## src/rtl/ls_seq_pkg.sv

```systemverilog
// Shared types and constants for the load/store sequencer.
// Defining LS_SEQ_STORE_EN makes the st opcode legal; without it only ld runs.
// Pure declarations: no logic, no latency, no flow control.
package ls_seq_pkg;

   // Sequencer states
   typedef enum logic [3:0] {
      ST_IDLE,
      ST_T0,
      ST_T1,
      ST_T2,
      ST_T3,
      ST_T4,
      ST_T5,
      ST_T6,
      ST_T7,
      ST_T8,
      ST_ERR
   } state_t;

   // Bus source codes
   localparam logic [4:0] BUS_NONE = 5'b00000;
   localparam logic [4:0] BUS_PC   = 5'b10100;
   localparam logic [4:0] BUS_MDR  = 5'b10101;
   localparam logic [4:0] BUS_ZLO  = 5'b10011;
   localparam logic [4:0] BUS_C    = 5'b10111;

   // ALU operations
   localparam logic [3:0] ALU_NONE = 4'b0000;
   localparam logic [3:0] ALU_ADD  = 4'b0011;

   // Opcodes (IR[31:27])
   localparam logic [4:0] OP_LD = 5'b00000;
   localparam logic [4:0] OP_ST = 5'b00001;

   // Memory wait limit: the count reaching this value with no mem_ready is a timeout
   localparam logic [3:0] TIMEOUT_MAX = 4'd15;

`ifdef LS_SEQ_STORE_EN
   localparam bit STORE_EN = 1'b1;
`else
   localparam bit STORE_EN = 1'b0;
`endif

   // Full control word produced by the state decoder
   typedef struct packed {
      logic       busy;
      logic       error;
      logic       incPC;
      logic       e_MAR;
      logic       e_MDR;
      logic       e_IR;
      logic       e_Y;
      logic       e_Z;
      logic       ram_read;
      logic       ram_write;
      logic       MDR_read;
      logic [4:0] bus_sel;
      logic [3:0] alu_op;
      logic       Gra;
      logic       Grb;
      logic       e_Rin;
      logic       e_Rout;
      logic       BAout;
      logic       imm_sel;
   } ctl_t;

   // Opcodes the sequencer knows how to execute
   function automatic logic op_legal(input logic [4:0] op);
      return (op == OP_LD) || (STORE_EN && (op == OP_ST));
   endfunction

   // States that hold for a memory handshake (st swaps which of T7/T8 waits)
   function automatic logic is_wait_state(input state_t s, input logic st);
      return (s == ST_T2) || ((s == ST_T7) && !st) || ((s == ST_T8) && st);
   endfunction

endpackage

```

## src/rtl/ls_seq_outdec.sv

```systemverilog
// Combinational state-to-control decoder for the load/store sequencer (LS_SEQ_STORE_EN adds st controls).
// Latency: zero, pure decode of the registered state and latched store flag.
// No flow control of its own; stalls are expressed by the state simply holding.
module ls_seq_outdec
   import ls_seq_pkg::*;
(
   input  state_t state,
   input  logic   is_st,
   output ctl_t   ctl
);

   // One control word per state; everything defaults to inactive
   always_comb begin
      ctl      = '0;
      ctl.busy = (state != ST_IDLE) && (state != ST_ERR);
      case (state)
         ST_T0: ctl.incPC = 1'b1;
         ST_T1: begin
            ctl.bus_sel = BUS_PC;
            ctl.e_MAR   = 1'b1;
         end
         ST_T2: begin
            ctl.ram_read = 1'b1;
            ctl.MDR_read = 1'b1;
         end
         ST_T3: begin
            ctl.bus_sel = BUS_MDR;
            ctl.e_MDR   = 1'b1;
            ctl.e_IR    = 1'b1;
         end
         ST_T4: begin
            ctl.Grb   = 1'b1;
            ctl.BAout = 1'b1;
            ctl.e_Y   = 1'b1;
         end
         ST_T5: begin
            ctl.imm_sel = 1'b1;
            ctl.bus_sel = BUS_C;
            ctl.alu_op  = ALU_ADD;
            ctl.e_Z     = 1'b1;
         end
         ST_T6: begin
            ctl.bus_sel = BUS_ZLO;
            ctl.e_MAR   = 1'b1;
         end
         ST_T7: begin
            if (is_st && STORE_EN) begin
               // store: drive register Ra onto the bus into MDR (MDR_read stays 0)
               ctl.Gra    = 1'b1;
               ctl.e_Rout = 1'b1;
               ctl.e_MDR  = 1'b1;
            end else begin
               ctl.ram_read = 1'b1;
               ctl.MDR_read = 1'b1;
            end
         end
         ST_T8: begin
            if (is_st && STORE_EN) begin
               ctl.ram_write = 1'b1;
            end else begin
               ctl.bus_sel = BUS_MDR;
               ctl.e_MDR   = 1'b1;
               ctl.Gra     = 1'b1;
               ctl.e_Rin   = 1'b1;
            end
         end
         ST_ERR:  ctl.error = 1'b1;
         default: ctl = ctl;
      endcase
   end

endmodule

```

## src/rtl/load_store_sequencer.sv

```systemverilog
// Load/store fetch+execute sequencer: Moore FSM producing datapath and memory controls (st legal only with LS_SEQ_STORE_EN).
// Latency: one state per clock, outputs decoded from registered state; done is a registered pulse after T8.
// Stalls in memory-wait states until mem_ready (timeout after 15 cycles -> ERR); start ignored while busy.
module load_store_sequencer
   import ls_seq_pkg::*;
(
   input  logic       clock,
   input  logic       clear,
   input  logic       start,
   input  logic       mem_ready,
   input  logic [4:0] ir_op,
   output logic       busy,
   output logic       done,
   output logic       error,
   output logic       incPC,
   output logic       e_MAR,
   output logic       e_MDR,
   output logic       e_IR,
   output logic       e_Y,
   output logic       e_Z,
   output logic       ram_read,
   output logic       ram_write,
   output logic       MDR_read,
   output logic [4:0] BusDataSelect,
   output logic [3:0] ALU_op,
   output logic       Gra,
   output logic       Grb,
   output logic       e_Rin,
   output logic       e_Rout,
   output logic       BAout,
   output logic       imm_sel
);

   state_t     state_q, state_d;
   logic [3:0] wcnt_q, wcnt_d;
   logic       is_st_q, is_st_d;
   logic       done_q, done_d;
   logic       in_wait;
   logic       timeout;
   ctl_t       ctl;

   // State register plus wait counter, latched store flag and done pulse
   always_ff @(posedge clock or negedge clear) begin
      if (!clear) begin
         state_q <= ST_IDLE;
         wcnt_q  <= '0;
         is_st_q <= 1'b0;
         done_q  <= 1'b0;
      end else begin
         state_q <= state_d;
         wcnt_q  <= wcnt_d;
         is_st_q <= is_st_d;
         done_q  <= done_d;
      end
   end

   // Wait counter: zero outside wait states (so it is clear on entry), counts stalled cycles
   always_comb begin
      in_wait = is_wait_state(state_q, is_st_q);
      timeout = in_wait && !mem_ready && (wcnt_q == (TIMEOUT_MAX - 4'd1));
      wcnt_d  = '0;
      if (in_wait && !mem_ready) begin
         wcnt_d = wcnt_q + 4'd1;
      end
   end

   // Next-state logic; start is only looked at in IDLE and ERR
   always_comb begin
      state_d = state_q;
      is_st_d = is_st_q;
      case (state_q)
         ST_IDLE: if (start) state_d = ST_T0;
         ST_T0:   state_d = ST_T1;
         ST_T1:   state_d = ST_T2;
         ST_T2: begin
            if (mem_ready)    state_d = ST_T3;
            else if (timeout) state_d = ST_ERR;
         end
         ST_T3: begin
            // opcode is captured here, as the instruction register loads
            if (op_legal(ir_op)) begin
               state_d = ST_T4;
               is_st_d = STORE_EN && (ir_op == OP_ST);
            end else begin
               state_d = ST_ERR;
            end
         end
         ST_T4:   state_d = ST_T5;
         ST_T5:   state_d = ST_T6;
         ST_T6:   state_d = ST_T7;
         ST_T7: begin
            if (is_st_q)      state_d = ST_T8;
            else if (mem_ready) state_d = ST_T8;
            else if (timeout) state_d = ST_ERR;
         end
         ST_T8: begin
            if (!is_st_q)       state_d = ST_IDLE;
            else if (mem_ready) state_d = ST_IDLE;
            else if (timeout)   state_d = ST_ERR;
         end
         ST_ERR:  if (start) state_d = ST_T0;
         default: state_d = ST_IDLE;
      endcase
      done_d = (state_q == ST_T8) && (state_d == ST_IDLE);
   end

   ls_seq_outdec u_outdec (
      .state (state_q),
      .is_st (is_st_q),
      .ctl   (ctl)
   );

   // Output mapping from the decoded control word
   always_comb begin
      busy          = ctl.busy;
      done          = done_q;
      error         = ctl.error;
      incPC         = ctl.incPC;
      e_MAR         = ctl.e_MAR;
      e_MDR         = ctl.e_MDR;
      e_IR          = ctl.e_IR;
      e_Y           = ctl.e_Y;
      e_Z           = ctl.e_Z;
      ram_read      = ctl.ram_read;
      ram_write     = ctl.ram_write;
      MDR_read      = ctl.MDR_read;
      BusDataSelect = ctl.bus_sel;
      ALU_op        = ctl.alu_op;
      Gra           = ctl.Gra;
      Grb           = ctl.Grb;
      e_Rin         = ctl.e_Rin;
      e_Rout        = ctl.e_Rout;
      BAout         = ctl.BAout;
      imm_sel       = ctl.imm_sel;
   end

endmodule

```

## config.mk

```make
export PLATFORM = sky130hd
export DESIGN_NAME = load_store_sequencer
export DESIGN_NICKNAME = d
export VERILOG_FILES = /design/src/rtl/ls_seq_pkg.sv /design/src/rtl/ls_seq_outdec.sv /design/src/rtl/load_store_sequencer.sv
export SDC_FILE = /design/constraint.sdc
export NUM_CORES = 1
export LEC_CHECK = 0
export BUFFER_PORTS_ARGS = -buffer_cell sky130_fd_sc_hd__buf_4
export CORE_AREA = 2 2 47 49
export CTS_CLUSTER_DIAMETER = 50
export CTS_CLUSTER_SIZE = 28
export DETAILED_ROUTE_END_ITERATION = 8
export DIE_AREA = 0 0 49 51
export GPL_ROUTABILITY_DRIVEN = 0
export PLACE_DENSITY = 0.73
export SLEW_MARGIN = 20
export SYNTH_ARGS = -nofsm -noshare
export SYNTH_HDL_FRONTEND = slang
export SYNTH_HIERARCHICAL = 1
export SYNTH_SLANG_ARGS = --single-unit
```

## constraint.sdc

```tcl
create_clock -name clock -period 1.6 [get_ports clock]
set_input_delay 0 -clock clock [delete_from_list [all_inputs] [get_ports clock]]
set_output_delay 0 -clock clock [all_outputs]
set_load 0.05 [all_outputs]
```

# Yosys cells after proc, flatten, opt, wreduce, memory -nomap -nowiden
# Index checks and enable logic that the tools add are counted.
[totals] output_inout_bits=27 inputBits=9 word_cells=48 regBits=9
[op_classes] n_addsub=1 reduce_logical=14 muxes=18 eq_ne=12
[ops] cell="one-hot mux 4 bit (9 select lines)" count=1
[ops] cell="2-to-1 mux 4 bit" count=6
[ops] cell="one-hot mux 5 bit (4 select lines)" count=1
[ops] cell="equality test 4 x 3 -> 1 bit (second input constant)" count=4
[ops] cell="equality test 4 bit (second input constant)" count=4
[ops] cell="2-to-1 mux 1 bit" count=9
[ops] cell="equality test 4 x 2 -> 1 bit (second input constant)" count=2
[ops] cell="zero test 4 bit" count=2
[ops] cell="OR reduction 2 bit" count=4
[ops] cell="zero test 5 bit" count=1
[ops] cell="adder 4 x 1 -> 4 bit (second input constant)" count=1
[ops] cell="equality test 4 x 1 -> 1 bit (second input constant)" count=1
[ops] cell="logical AND 1 bit" count=4
[ops] cell="!= test 4 bit (second input constant)" count=1
[ops] cell="nonzero test 4 bit" count=1
[ops] cell="2-to-1 mux 2 bit" count=1
[ops] cell="zero test 1 bit" count=1
[ops] cell="logical OR 1 bit" count=1

# Logic depth before layout (Yosys ltp)
[logic_depth] depth_word=9 mapped_depth=6 depth_no_buf=6

# Hierarchy
# The synthesis kept the hierarchy.
[modules_own_cells] mod="load_store_sequencer" n_inst=1 cells_per_inst=59 seq_area_each_um2=225.2 area_each_um2=549.3
[modules_own_cells] mod="ls_seq_outdec" n_inst=1 cells_per_inst=43 seq_area_each_um2=0.0 area_each_um2=297.8

# Worst setup path before layout
# Ideal clock, no wire load.
[synth_timing] kind="register -> output" from="register state_q[3]" to="output port ALU_op[0]" stages_incl_launch_ff=5 path_slack_ps=-934 arrival_ps=2534 required_time_ps=1600 n_path_buf=2 cell_sequence="dfrtp_1 buf_6 nand2b_1 nor3b_1 buf_4"
[synth_via] elab_chain_cells=2
[synth_rtl] element="start, declared" line_no="load_store_sequencer.sv:34" rtl="state_t state_q, state_d;"
[synth_rtl] element="start signal, assigned" line_no="load_store_sequencer.sv:50" rtl="state_q <= state_d;"
[synth_rtl] element="equality test 4 x 3 -> 1 bit" line_no="ls_seq_outdec.sv:16" rtl="case (state)"
[synth_rtl] element="2-to-1 mux 2 bit" line_no="ls_seq_outdec.sv:16"
[synth_rtl] element="end, declared" line_no="load_store_sequencer.sv:25" rtl="output logic [3:0] ALU_op,"
# No other way between the ends.

# Worst setup path after layout
[layout_timing] from="register state_q[0]" to="output port MDR_read"
[layout_via] elab_chain_cells=3 elab_cells_between_ends=4 classes_between="2 x eq/ne; 1 x mux; 1 x reduce/logical"
[layout_rtl] element="equality test 4 x 2 -> 1 bit / equality test 4 bit (equally long branches)" line_no="ls_seq_outdec.sv:16"
[layout_rtl] element="OR reduction 2 bit (no source line) (*)"
[layout_rtl] element="2-to-1 mux 1 bit (*)"
[layout_rtl] element="end, declared" line_no="load_store_sequencer.sv:23" rtl="output logic MDR_read,"
# Every way passes the cells marked *; elsewhere a longest branch is shown, timed or not.

==> metrics.md <==
| Metric | Value |
|---|---|
| Sequential Power Share | 0.174 |
| Post-layout min period | 1.556 ns |
| CTS Buf Count | 3 |
| Post-synthesis average cell area | about 8.3 um^2 |
| Clock Tree Buf Depth | 2 |
| CTS tree | done |
| CP Launch Type | flop |
| First-pass GRT wire length | 2.766 mm |
| Leakage power | between 0.5 and 0.6 nW |
| Worst slack at placement | 0.1715 ns |
| Fmax | 642.6 MHz |
| Worst Hold Class | in -> reg |
| H-tree depth | 1 |
| Final Util | 0.5512 |
| Worst-path clk slew | 0.06 ns |
| Internal power | roughly 1.0 mW |
| Psw | 1.342 mW |
| Crit Path Max Fanout | 11 |
| Status | finished, final reports clean |
| Slowest-stage cell, CP | dfrtp_2 |
| Die width | 49 um |
| WS Path Type | reg -> out |
| Dpl cell area | roughly 0.0011 mm^2 |
| Die height | roughly 51 um |
| Vias after detailed routing | 759 |
| Most frequent cells in the layout | buf_4, nor2_1 |
| Drt drc | 0 |
| DRT Wirelength | 1.810 mm |
| Crit path DAT | 1.56 ns |
| Final Hold Vio Count | 0 |
| I/O Pins | 36 |
| WP data required | approximately 1.6 ns |
| ANT cells | 0 |
| HPWL Detailed | 1.265 mm |
| DR pass1 iterations | 4 |
| Final Instance Area | 0.001137 mm^2 |
| Combinational power share | 0.755 |
| Clock Latency Late Sink | 0.25 ns |
| Drt wl/cell | 11.38 um |
| Hold_sp | ir_op[1] |
| Vias in the first global route | 670 |
| Layout cells sized above 1 | 0.4427 |
| Initial antenna violation count | 0 |
| Area occupied by multi-input gates | roughly 520 um^2 |
| Register area | around 230 um^2 |
| Clk sink count | 9 |
| Final setup viols | 0 |
| Initial Utilization | 0.4087 |
| Core ar. | ~0.0021 mm^2 |
| Unrepaired setup endpoints after global routing | yes |
| Switch share | 0.5638 |
| Largest stage delay, worst path | 0.47 ns |
| Skew final | 0.004246 ns |
| CP cell instances | or3b_1, a21oi_4, buf_4 |
| Worst-case vdd ir drop | 1023 uV |
| Max-Cap Viols | 0 |
| Clock group share of total power | 0.071 |
| Max-slew violation count | 0 |
| Layout Area Growth over Synthesis | 34.87% |
| Critical Path End Type | output port |
| Syn Inst Count | 101 |
| Reg-to-reg startpoint | state_q[1] |
| Most common cell after layout, fill and taps aside | buf_4 |
| Maximum number of pins on one net before global-route repair | 17 |
| Final period utilization | 0.9727 |
| Clock root cell | clkbuf_4 |
| Critical Path Source | state_q[0] |
| Synthesis Warnings | 6 |
| Filler cells | 198 |
| Antenna-violating nets left | 0 |
| Vias/cell | 4.774 |
| Setup WS post-layout | 0.04371 ns |
| Netlist Area Pre-Place | 843.3 um^2 |
| DRT iter0 DRCs | 3 |
| NumNets Final | 143 |
| GRT Total Usage | 0.1392 |
| Pwr per Cell Area | 2093 mW/mm^2 |
| Grt total ovfl | 0 |
| Port bufs | 30 |
| Die area | 0.002499 mm^2 |
| Row cnt | 17 |
## worst max-delay path, delay by kind of cell, from the launching register on
family | cells | cell delay (ns)
buffers and inverters | 1 | 0.21
AOI/OAI and AO/OA | 1 | 0.17
and+or+nand+nor | 1 | 0.45
DFF | 1 | 0.47
## power groups by stage
stage / logic [mW] / registers [mW] / clock network (mW)
6_report: 1.80 / 0.415 / 0.168
5_1_grt: 1.91 / 0.427 / 0.189
4_1_cts: 1.70 / 0.440 / 0.179
3_5_place_dp: 1.66 / 0.458 / 0
3_3_place_gp: 1.65 / 0.444 / 0
2_1_floorplan: 1.42 / 0.367 / 0
## state kept, by name, summed over array words and instances, names as in the netlist
| register | count |
|---|---|
| state_q | 4 |
| wcnt_q | 4 |
| done | 1 |
## repair_timing
| action | in CTS | in global routing |
|---|---|---|
| resized for setup | 2 | 1 |
| cloned | 0 | 0 |
| hold endpoints to repair | 9 | 0 |
| hold buffers | 1 | 0 |
| endpoints found under the setup margin | 12 | 14 |
| buffers inserted | 1 | 3 |
## routing by layer
metal  vias to the layer above  global-route usage  share of wire
met4                         0             0.02857          0.014
li1                        392                   -              -
met5                         -                   0              0
met2                        16              0.2922           0.53
met1                       347              0.1332           0.42
met3                         4             0.03801          0.032
## path summary, 6_finish.rpt
path,slack (ns),depth (start not counted),end
setup / recovery,0.04,3,MDR_read
hold / removal,0.09,4,state_q[2]
setup reg to reg,0.18,4,state_q[0]
hold reg to reg,0.49,1,wcnt_q[0]
max in group asynchronous,1.35,2,state_q[3]
min in group asynchronous,0.10,2,state_q[1]
## area by class of cell
| type | count | share of cell area |
|---|---|---|
| Clock buffer | 4 | 0.02310 |
| Inverter | 5 | 0.01650 |
| Sequential cell | 9 | 0.2024 |
| Timing Repair Buffer | 41 | 0.2728 |
| Multi-Input combinational cell | 72 | 0.4543 |
| Tap cell | 28 | 0.03080 |
## per-stage QoR
stage / TNS, ns / instances / total power, mW / hold slack (ns)
after global placement: 0 / 150 / 2.094 / -0.1751
after floorplan: -0.5191 / 105 / 1.790 / -0.2956
after CTS: 0 / 156 / 2.323 / 0.08697
after global routing: -0.01782 / 159 / 2.523 / 0.09127
final: 0 / 159 / 2.380 / 0.09305
after detailed placement: 0 / 150 / 2.120 / -0.1733
Power figures use the tool's default switching activity.
